<file path="src/rtl/multicycle_ctrl_pkg.sv">
// -----------------------------------------------------------------------------
// ctrl_pkg
// Shared definitions for the multi-cycle control sequencer:
//   - RV32I opcode / funct3 / funct7 constants for the supported subset
//   - alu_op_t     : 3-bit ALU operation code driven on ALUctrl
//   - ctrl_state_t : sequencer state (FETCH, DECODE, EXECUTE, WRITEBACK, TRAP)
// No ports (package).
// -----------------------------------------------------------------------------
package ctrl_pkg;

   // Major opcodes (instr[6:0])
   localparam logic [6:0] OP_IMM    = 7'b0010011;
   localparam logic [6:0] OP_REG    = 7'b0110011;
   localparam logic [6:0] OP_BRANCH = 7'b1100011;

   // funct3 values (instr[14:12])
   localparam logic [2:0] F3_ADD = 3'b000;   // ADDI, ADD, SUB
   localparam logic [2:0] F3_AND = 3'b111;
   localparam logic [2:0] F3_OR  = 3'b110;
   localparam logic [2:0] F3_BEQ = 3'b000;
   localparam logic [2:0] F3_BNE = 3'b001;

   // funct7 values (instr[31:25])
   localparam logic [6:0] F7_BASE = 7'b0000000;
   localparam logic [6:0] F7_SUB  = 7'b0100000;

   typedef enum logic [2:0] {
      ALU_ADD = 3'b000,
      ALU_SUB = 3'b001,
      ALU_AND = 3'b010,
      ALU_OR  = 3'b011
   } alu_op_t;

   typedef enum logic [2:0] {
      ST_FETCH     = 3'd0,
      ST_DECODE    = 3'd1,
      ST_EXECUTE   = 3'd2,
      ST_WRITEBACK = 3'd3,
      ST_TRAP      = 3'd4
   } ctrl_state_t;

endpackage

</file>
<file path="src/rtl/multicycle_ctrl_instr_decode.sv">
// -----------------------------------------------------------------------------
// instr_decode
// Purely combinational decoder for the supported RV32I subset
// (ADDI, ADD, SUB, AND, OR, BEQ, BNE). Everything else is flagged illegal.
// Ports:
//   word      in  32        instruction word (normally the instruction register)
//   rs1, rs2  out A_WIDTH   source register fields
//   rd        out A_WIDTH   destination register field
//   alu_ctrl  out 3         ALU operation (alu_op_t encoding)
//   alu_src   out 1         0 = register operand, 1 = immediate
//   imm_src   out 1         0 = I-type immediate, 1 = B-type immediate
//   is_branch out 1         word is BEQ or BNE
//   is_beq    out 1         word is BEQ (only meaningful with is_branch)
//   illegal   out 1         word is outside the supported subset
// -----------------------------------------------------------------------------
module instr_decode
   import ctrl_pkg::*;
#(
   parameter int A_WIDTH = 5
) (
   input  logic [31:0]        word,
   output logic [A_WIDTH-1:0] rs1,
   output logic [A_WIDTH-1:0] rs2,
   output logic [A_WIDTH-1:0] rd,
   output logic [2:0]         alu_ctrl,
   output logic               alu_src,
   output logic               imm_src,
   output logic               is_branch,
   output logic               is_beq,
   output logic               illegal
);

   logic [6:0] opcode;
   logic [2:0] funct3;
   logic [6:0] funct7;
   alu_op_t    alu_op;

   assign opcode = word[6:0];
   assign funct3 = word[14:12];
   assign funct7 = word[31:25];

   // RV32I register fields are 5 bits; resize to the configured address width.
   assign rs1 = A_WIDTH'(word[19:15]);
   assign rs2 = A_WIDTH'(word[24:20]);
   assign rd  = A_WIDTH'(word[11:7]);

   always_comb begin
      alu_op    = ALU_ADD;
      alu_src   = 1'b0;
      imm_src   = 1'b0;
      is_branch = 1'b0;
      is_beq    = 1'b0;
      illegal   = 1'b1;
      case (opcode)
         OP_IMM: begin
            if (funct3 == F3_ADD) begin
               illegal = 1'b0;
               alu_src = 1'b1;
            end
         end
         OP_REG: begin
            if (funct7 == F7_BASE) begin
               case (funct3)
                  F3_ADD: begin illegal = 1'b0; alu_op = ALU_ADD; end
                  F3_AND: begin illegal = 1'b0; alu_op = ALU_AND; end
                  F3_OR:  begin illegal = 1'b0; alu_op = ALU_OR;  end
                  default: ;
               endcase
            end else if (funct7 == F7_SUB && funct3 == F3_ADD) begin
               illegal = 1'b0;
               alu_op  = ALU_SUB;
            end
         end
         OP_BRANCH: begin
            // Branch compare is done by subtracting and watching EQ.
            if (funct3 == F3_BEQ || funct3 == F3_BNE) begin
               illegal   = 1'b0;
               is_branch = 1'b1;
               is_beq    = (funct3 == F3_BEQ);
               alu_op    = ALU_SUB;
               imm_src   = 1'b1;
            end
         end
         default: ;
      endcase
   end

   assign alu_ctrl = alu_op;

endmodule

</file>
<file path="src/rtl/multicycle_ctrl.sv">
// -----------------------------------------------------------------------------
// multicycle_ctrl
// Multi-cycle control sequencer for the register-file / ALU datapath.
// Accepts one instruction per valid/ready handshake and steps the datapath
// through DECODE, EXECUTE and (for ALU ops) WRITEBACK, driving the PC update.
//
// Handshake: an instruction is transferred on a rising edge where
// instr_valid && instr_ready are both 1. instr_ready is 1 only in FETCH (and
// never while rst is high); instr_valid in any other state is ignored and the
// offered word stays with the producer.
//
// Ports:
//   clk, rst            clock, synchronous active-high reset
//   instr_valid/ready   instruction handshake, instr = RV32I word
//   EQ                  ALU equal flag, sampled in EXECUTE of a branch
//   rs1, rs2, rd        register-file addresses from the latched word
//   RegWrite            register write enable (WRITEBACK, rd != 0)
//   ALUsrc, ALUctrl,
//   ImmSrc              datapath controls (EXECUTE and WRITEBACK)
//   pc_en, pc_sel       one-cycle PC update strobe and PC+4 / PC+imm select
//   trap                sticky illegal-instruction flag
//   retired             wrapping count of completed instructions
// -----------------------------------------------------------------------------
module multicycle_ctrl
   import ctrl_pkg::*;
#(
   parameter int A_WIDTH = 5,
   parameter int D_WIDTH = 32
) (
   input  logic               clk,
   input  logic               rst,
   input  logic               instr_valid,
   output logic               instr_ready,
   input  logic [D_WIDTH-1:0] instr,
   input  logic               EQ,
   output logic [A_WIDTH-1:0] rs1,
   output logic [A_WIDTH-1:0] rs2,
   output logic [A_WIDTH-1:0] rd,
   output logic               RegWrite,
   output logic               ALUsrc,
   output logic [2:0]         ALUctrl,
   output logic               ImmSrc,
   output logic               pc_en,
   output logic               pc_sel,
   output logic               trap,
   output logic [D_WIDTH-1:0] retired
);

   ctrl_state_t        state;
   logic [D_WIDTH-1:0] ir;
   logic [D_WIDTH-1:0] retired_q;

   logic [A_WIDTH-1:0] dec_rs1;
   logic [A_WIDTH-1:0] dec_rs2;
   logic [A_WIDTH-1:0] dec_rd;
   logic [2:0]         dec_alu_ctrl;
   logic               dec_alu_src;
   logic               dec_imm_src;
   logic               dec_is_branch;
   logic               dec_is_beq;
   logic               dec_illegal;

   // The decoder only ever sees the instruction register, so no output has a
   // path from instr / instr_valid.
   instr_decode #(
      .A_WIDTH (A_WIDTH)
   ) u_decode (
      .word      (ir[31:0]),
      .rs1       (dec_rs1),
      .rs2       (dec_rs2),
      .rd        (dec_rd),
      .alu_ctrl  (dec_alu_ctrl),
      .alu_src   (dec_alu_src),
      .imm_src   (dec_imm_src),
      .is_branch (dec_is_branch),
      .is_beq    (dec_is_beq),
      .illegal   (dec_illegal)
   );

   // Sequencer: state, instruction register and retired counter.
   always_ff @(posedge clk) begin
      if (rst) begin
         state     <= ST_FETCH;
         ir        <= '0;
         retired_q <= '0;
      end else begin
         unique case (state)
            ST_FETCH: begin
               if (instr_valid) begin
                  ir    <= instr;
                  state <= ST_DECODE;
               end
            end
            ST_DECODE: begin
               state <= dec_illegal ? ST_TRAP : ST_EXECUTE;
            end
            ST_EXECUTE: begin
               if (dec_is_branch) begin
                  retired_q <= retired_q + D_WIDTH'(1);
                  state     <= ST_FETCH;
               end else begin
                  state <= ST_WRITEBACK;
               end
            end
            ST_WRITEBACK: begin
               retired_q <= retired_q + D_WIDTH'(1);
               state     <= ST_FETCH;
            end
            ST_TRAP: begin
               state <= ST_TRAP;
            end
            default: begin
               state <= ST_FETCH;
            end
         endcase
      end
   end

   // Outputs are decoded from the registered state and instruction register.
   // They are not a further register stage because the branch decision must
   // use EQ in the same EXECUTE cycle, and because every output must read 0
   // while rst is held, including the cycle before the first reset edge.
   always_comb begin
      instr_ready = 1'b0;
      rs1         = '0;
      rs2         = '0;
      rd          = '0;
      RegWrite    = 1'b0;
      ALUsrc      = 1'b0;
      ALUctrl     = 3'b000;
      ImmSrc      = 1'b0;
      pc_en       = 1'b0;
      pc_sel      = 1'b0;
      trap        = 1'b0;
      retired     = '0;
      if (!rst) begin
         // Register fields follow the instruction register, so they hold
         // until the next accepted word.
         rs1     = dec_rs1;
         rs2     = dec_rs2;
         rd      = dec_rd;
         retired = retired_q;
         unique case (state)
            ST_FETCH: begin
               instr_ready = 1'b1;
            end
            ST_DECODE: ;
            ST_EXECUTE: begin
               ALUctrl = dec_alu_ctrl;
               ALUsrc  = dec_alu_src;
               ImmSrc  = dec_imm_src;
               if (dec_is_branch) begin
                  pc_en  = 1'b1;
                  pc_sel = dec_is_beq ? EQ : ~EQ;
               end
            end
            ST_WRITEBACK: begin
               ALUctrl  = dec_alu_ctrl;
               ALUsrc   = dec_alu_src;
               ImmSrc   = dec_imm_src;
               RegWrite = (dec_rd != '0);   // x0 is hard-wired zero
               pc_en    = 1'b1;
            end
            ST_TRAP: begin
               trap = 1'b1;
            end
            default: ;
         endcase
      end
   end

endmodule

</file>
<file path="config.mk">
export PLATFORM = sky130hd
export DESIGN_NAME = multicycle_ctrl
export DESIGN_NICKNAME = d
export VERILOG_FILES = /design/src/rtl/multicycle_ctrl_pkg.sv /design/src/rtl/multicycle_ctrl_instr_decode.sv /design/src/rtl/multicycle_ctrl.sv
export SDC_FILE = /design/constraint.sdc
export NUM_CORES = 1
export LEC_CHECK = 0
export CAP_MARGIN = 10
export CORE_MARGIN = 2
export CORE_UTILIZATION = 45
export CTS_BUF_LIST = sky130_fd_sc_hd__clkbuf_8
export CTS_CLUSTER_SIZE = 12
export DETAILED_ROUTE_END_ITERATION = 10
export GPL_TIMING_DRIVEN = 0
export PLACE_DENSITY = 0.84
export REMOVE_ABC_BUFFERS = 1
export SYNTH_ARGS = -nofsm -noshare
export SYNTH_HDL_FRONTEND = slang
export SYNTH_HIERARCHICAL = 1
export SYNTH_SLANG_ARGS = --single-unit
export TNS_END_PERCENT = 100
</file>
<file path="constraint.sdc">
create_clock -name clk -period 2.49 [get_ports clk]
set_clock_uncertainty 0.05 [all_clocks]
set_input_delay 0.6225 -clock clk [delete_from_list [all_inputs] [get_ports clk]]
set_output_delay 0.6225 -clock clk [all_outputs]
set_load 0.1 [all_outputs]
</file>
==> run summary <==
Largest net degree at the start of global routing: 72
Io pins: 93
Root buffer cell: clkbuf_8
H-tree depth: 3
Reg-to-Reg Start: ir[3]$_SDFFE_PP0P_
GR met1 Demand/Resource: 20.7%
Worst Hold Path EP: ir[15]$_SDFFE_PP0P_
Cell Area, Synth: 3420 sq um
DP Area: 4270 sq um
Max Buffers Root-to-Sink: 2
Lkg Pwr: 1.96 nW
Clock power share: 37.6%
Sw Ratio: 26.0%
EDFF count, synth: 0
Routed WL: 8130 um
Share of cells above drive strength 1: 23.7%
Max cap viols: 0
Failing checks: negative setup slack
RSZ-0062 raised after global routing: true
Min-delay src: ir[15]$_SDFFE_PP0P_
Cell depth of the worst flop-to-flop path: 9
Cells along the critical path: nor4_4 > nand2_1 > or4b_4 > o31ai_2 > and2_4 > buf_12
Critical path launch point type: register
Slowest CP cell: or4b_4
Vias: 3,131
Hold_buf cts: 0
Tightest Pin Transition: 1.05 ns
CP Data Required Time: 1.82 ns
Clock latency on the worst-skew pair: 0.34 ns
Die width: 91.1 um
Pint: 1.73 mW
CP arrival: 2.11 ns
Most Crowded Layer GR: met2
Max FO, Critical Path: 2
Num rows: 31
Ys Warns: 6
# DRC: 0
Initial antenna violation count: 0
Period utilization: 112%
Placeable Area: 7290 sq um
Post-DRT Antenna Nets: 0
GR Util met2: 33.6%
Hold path depth: 2
Library cells used by synthesis: 46
Fmax: 359 MHz
Hold Path Class: reg2reg
DRT iter0 DRCs: 96
Final worst setup slack: -0.296 ns
Diodes inserted: 0
DP HPWL: 5160 um
Nets@finish: 547
Sw Pwr: 608 uW
Gate power share: 13.6%
# setup viols final: 4
Crit Path Class: reg2out
Placement Setup Slack: -0.918 ns
Async set-reset flop share out of synthesis: 0%
PortBufs: 91
Worst rel slew slack: 30.2%
Drt first pass iters: 4
Outcome: finished with violations
Fin. Hold Viols: 0
All-Layer GR Usage: 18.7%
Power Density: 506 nW/um^2
Initial Utilization: 46.8%
Finished Core Util: 63.4%
Synth Register Bits: 67
Setup slack, reg-to-reg: 0.03 ns
Syn Area/Cell: 8.00 sq um
Min Tclk post-route: 2.79 ns
Global-route wire length before repair: 12,800 um
Max Slew Vio Count: 0
Crit-path max cell delay: 0.51 ns
M3 GR Usage: 7.05%
Reg power frac: 48.7%
Die footprint: 8300 sq um
Final instance area: 4620 sq um
Vias in the first global route: 2,908
WHS: 0.401 ns
Sequential fraction of the synthesis area: 39.3%
RD Place Congestion: 0.821
Overflow after GRT: 0
Endpoint class of the critical path: output port
Ys flop type: dfxtp_1
Via density per instance: 5.11
Routed length per placed instance: 13.3 um
Total CTS buffers: 9
Die H: 91.1 um
CTS tree: done
Gate Count Post-Synth: 427
Worst vdd ir: 0.339 mV
Layout area overhead: 35.3%
CTS clock-pin slew for the worst setup and hold paths: 0.06 ns
Reg-to-Reg End: retired_q[24]$_SDFFE_PP0P_
Clk sinks: 67
## area by class of cell
cell class | instances | area [sq um]
well taps | 99 | 124
repair buffers | 113 | 973
flip-flops and latches | 67 | 1340
multi-input cells | 316 | 1970
inverters | 3 | 13.8
fillers | 662 | 2670
clock buffers | 11 | 151
clock inverters | 4 | 42.5
## how the worst max path moves through the flow
stage / start / endpoint / slack, ns / cells past startpoint
2_1_floorplan: rst / instr_ready / -1.62 / 1
6_report: ir[27]$_SDFFE_PP0P_ / ALUctrl[0] / -0.30 / 6
3_3_place_gp: rst / pc_sel / -3.91 / 4
3_5_place_dp: ir[26]$_SDFFE_PP0P_ / ALUctrl[0] / -0.92 / 6
5_1_grt: ir[25]$_SDFFE_PP0P_ / ALUctrl[0] / -0.41 / 6
4_1_cts: ir[27]$_SDFFE_PP0P_ / ALUctrl[0] / -0.29 / 6
## cells in the final DEF (no fill, tap or decap), types with 5 or more instances in the layout
cell,count
nand2_1,78
nor2b_1,46
nor3_1,5
nand3_1,8
buf_2,37
o21ai_0,6
xor2_1,13
xnor2_1,13
a21oi_1,39
and4_1,7
dfxtp_1,65
or3_1,6
nand4_1,9
buf_4,12
clkbuf_8,11
clkbuf_2,5
clkdlybuf4s15_2,7
buf_6,13
nor2_1,33
clkdlybuf4s50_1,34
nor4_4,6
## through the flow
step / total power, mW / setup TNS [ns] / cells
finish: 2.34 / -0.745 / 613
floorplan: 1.34 / -17.07 / 386
detailed placement: 1.48 / -36.73 / 579
global route: 2.45 / -1.45 / 613
CTS: 2.36 / -2.56 / 601
global placement: 1.47 / -295.00 / 576
## worst max-delay path: cells and delay by family, from the launching register on
family,cells,cell delay (ns)
buf+inv,1,0.16
flops,1,0.33
simple gates,4,1.10
compound gates,1,0.19
## state kept, by name, indices dropped and copies added (netlist names)
name       count
ir            32
retired_q     32
state          3
## logic make-up after synthesis
logic type / Yosys count / share of synthesized area (%)
buffers and inverters: 44 / 7.14
AND/OR/NAND/NOR: 232 / 37.0
other: 1 / 0.110
multiplexers: 1 / 0.330
AO/OA/AOI/OAI: 55 / 9.08
adder cells (fa/ha/maj): 1 / 0.366
flip-flops: 67 / 39.3
XOR/XNOR: 26 / 6.67
## what timing repair did
item                       in CTS  in global routing
gates resized for setup       221                 98
setup buffers                   7                 12
pin swaps                       8                 19
cloned                          0                  0
setup endpoints to repair      73                 59
## per-layer routing
metal  routed length (um)  vias up  share of wire [%]
li1                     -     1579                  -
met1                 3340     1450                 41
met2                 4160       88                 51
met3                  521       14                6.4
met4                  107        0                1.3
met5                    0        -                  0
## cells in the mapped netlist (all sizes together) (2+ instances only)
library cell | number | area, sq um
and3 | 3 | 18.8
nor2b | 46 | 288
nand4 | 10 | 68.8
o21ai | 6 | 30.0
and4 | 7 | 61.3
clkbuf | 21 | 78.8
and2 | 6 | 37.5
nand2b | 2 | 12.5
nor3 | 10 | 50.1
nand2 | 79 | 297
inv | 3 | 11.3
nand3 | 8 | 40.0
o31ai | 2 | 20.0
dfxtp | 67 | 1340
or3 | 7 | 43.8
a21oi | 40 | 200
xor2 | 13 | 114
nor2 | 36 | 135
nor4 | 7 | 108
nand3b | 2 | 15.0
buf | 20 | 154
or2b | 2 | 15.0
xnor2 | 13 | 114
## power by group through the flow
stage / Combinational, mW / Sequential (mW) / Clock [mW]
final: 0.319 / 1.14 / 0.881
after global routing: 0.343 / 1.15 / 0.960
after CTS: 0.318 / 1.14 / 0.906
after detailed placement: 0.320 / 1.16 / 0
after global placement: 0.308 / 1.16 / 0
after floorplan: 0.182 / 1.15 / 0
Power figures use the tool's default switching activity.
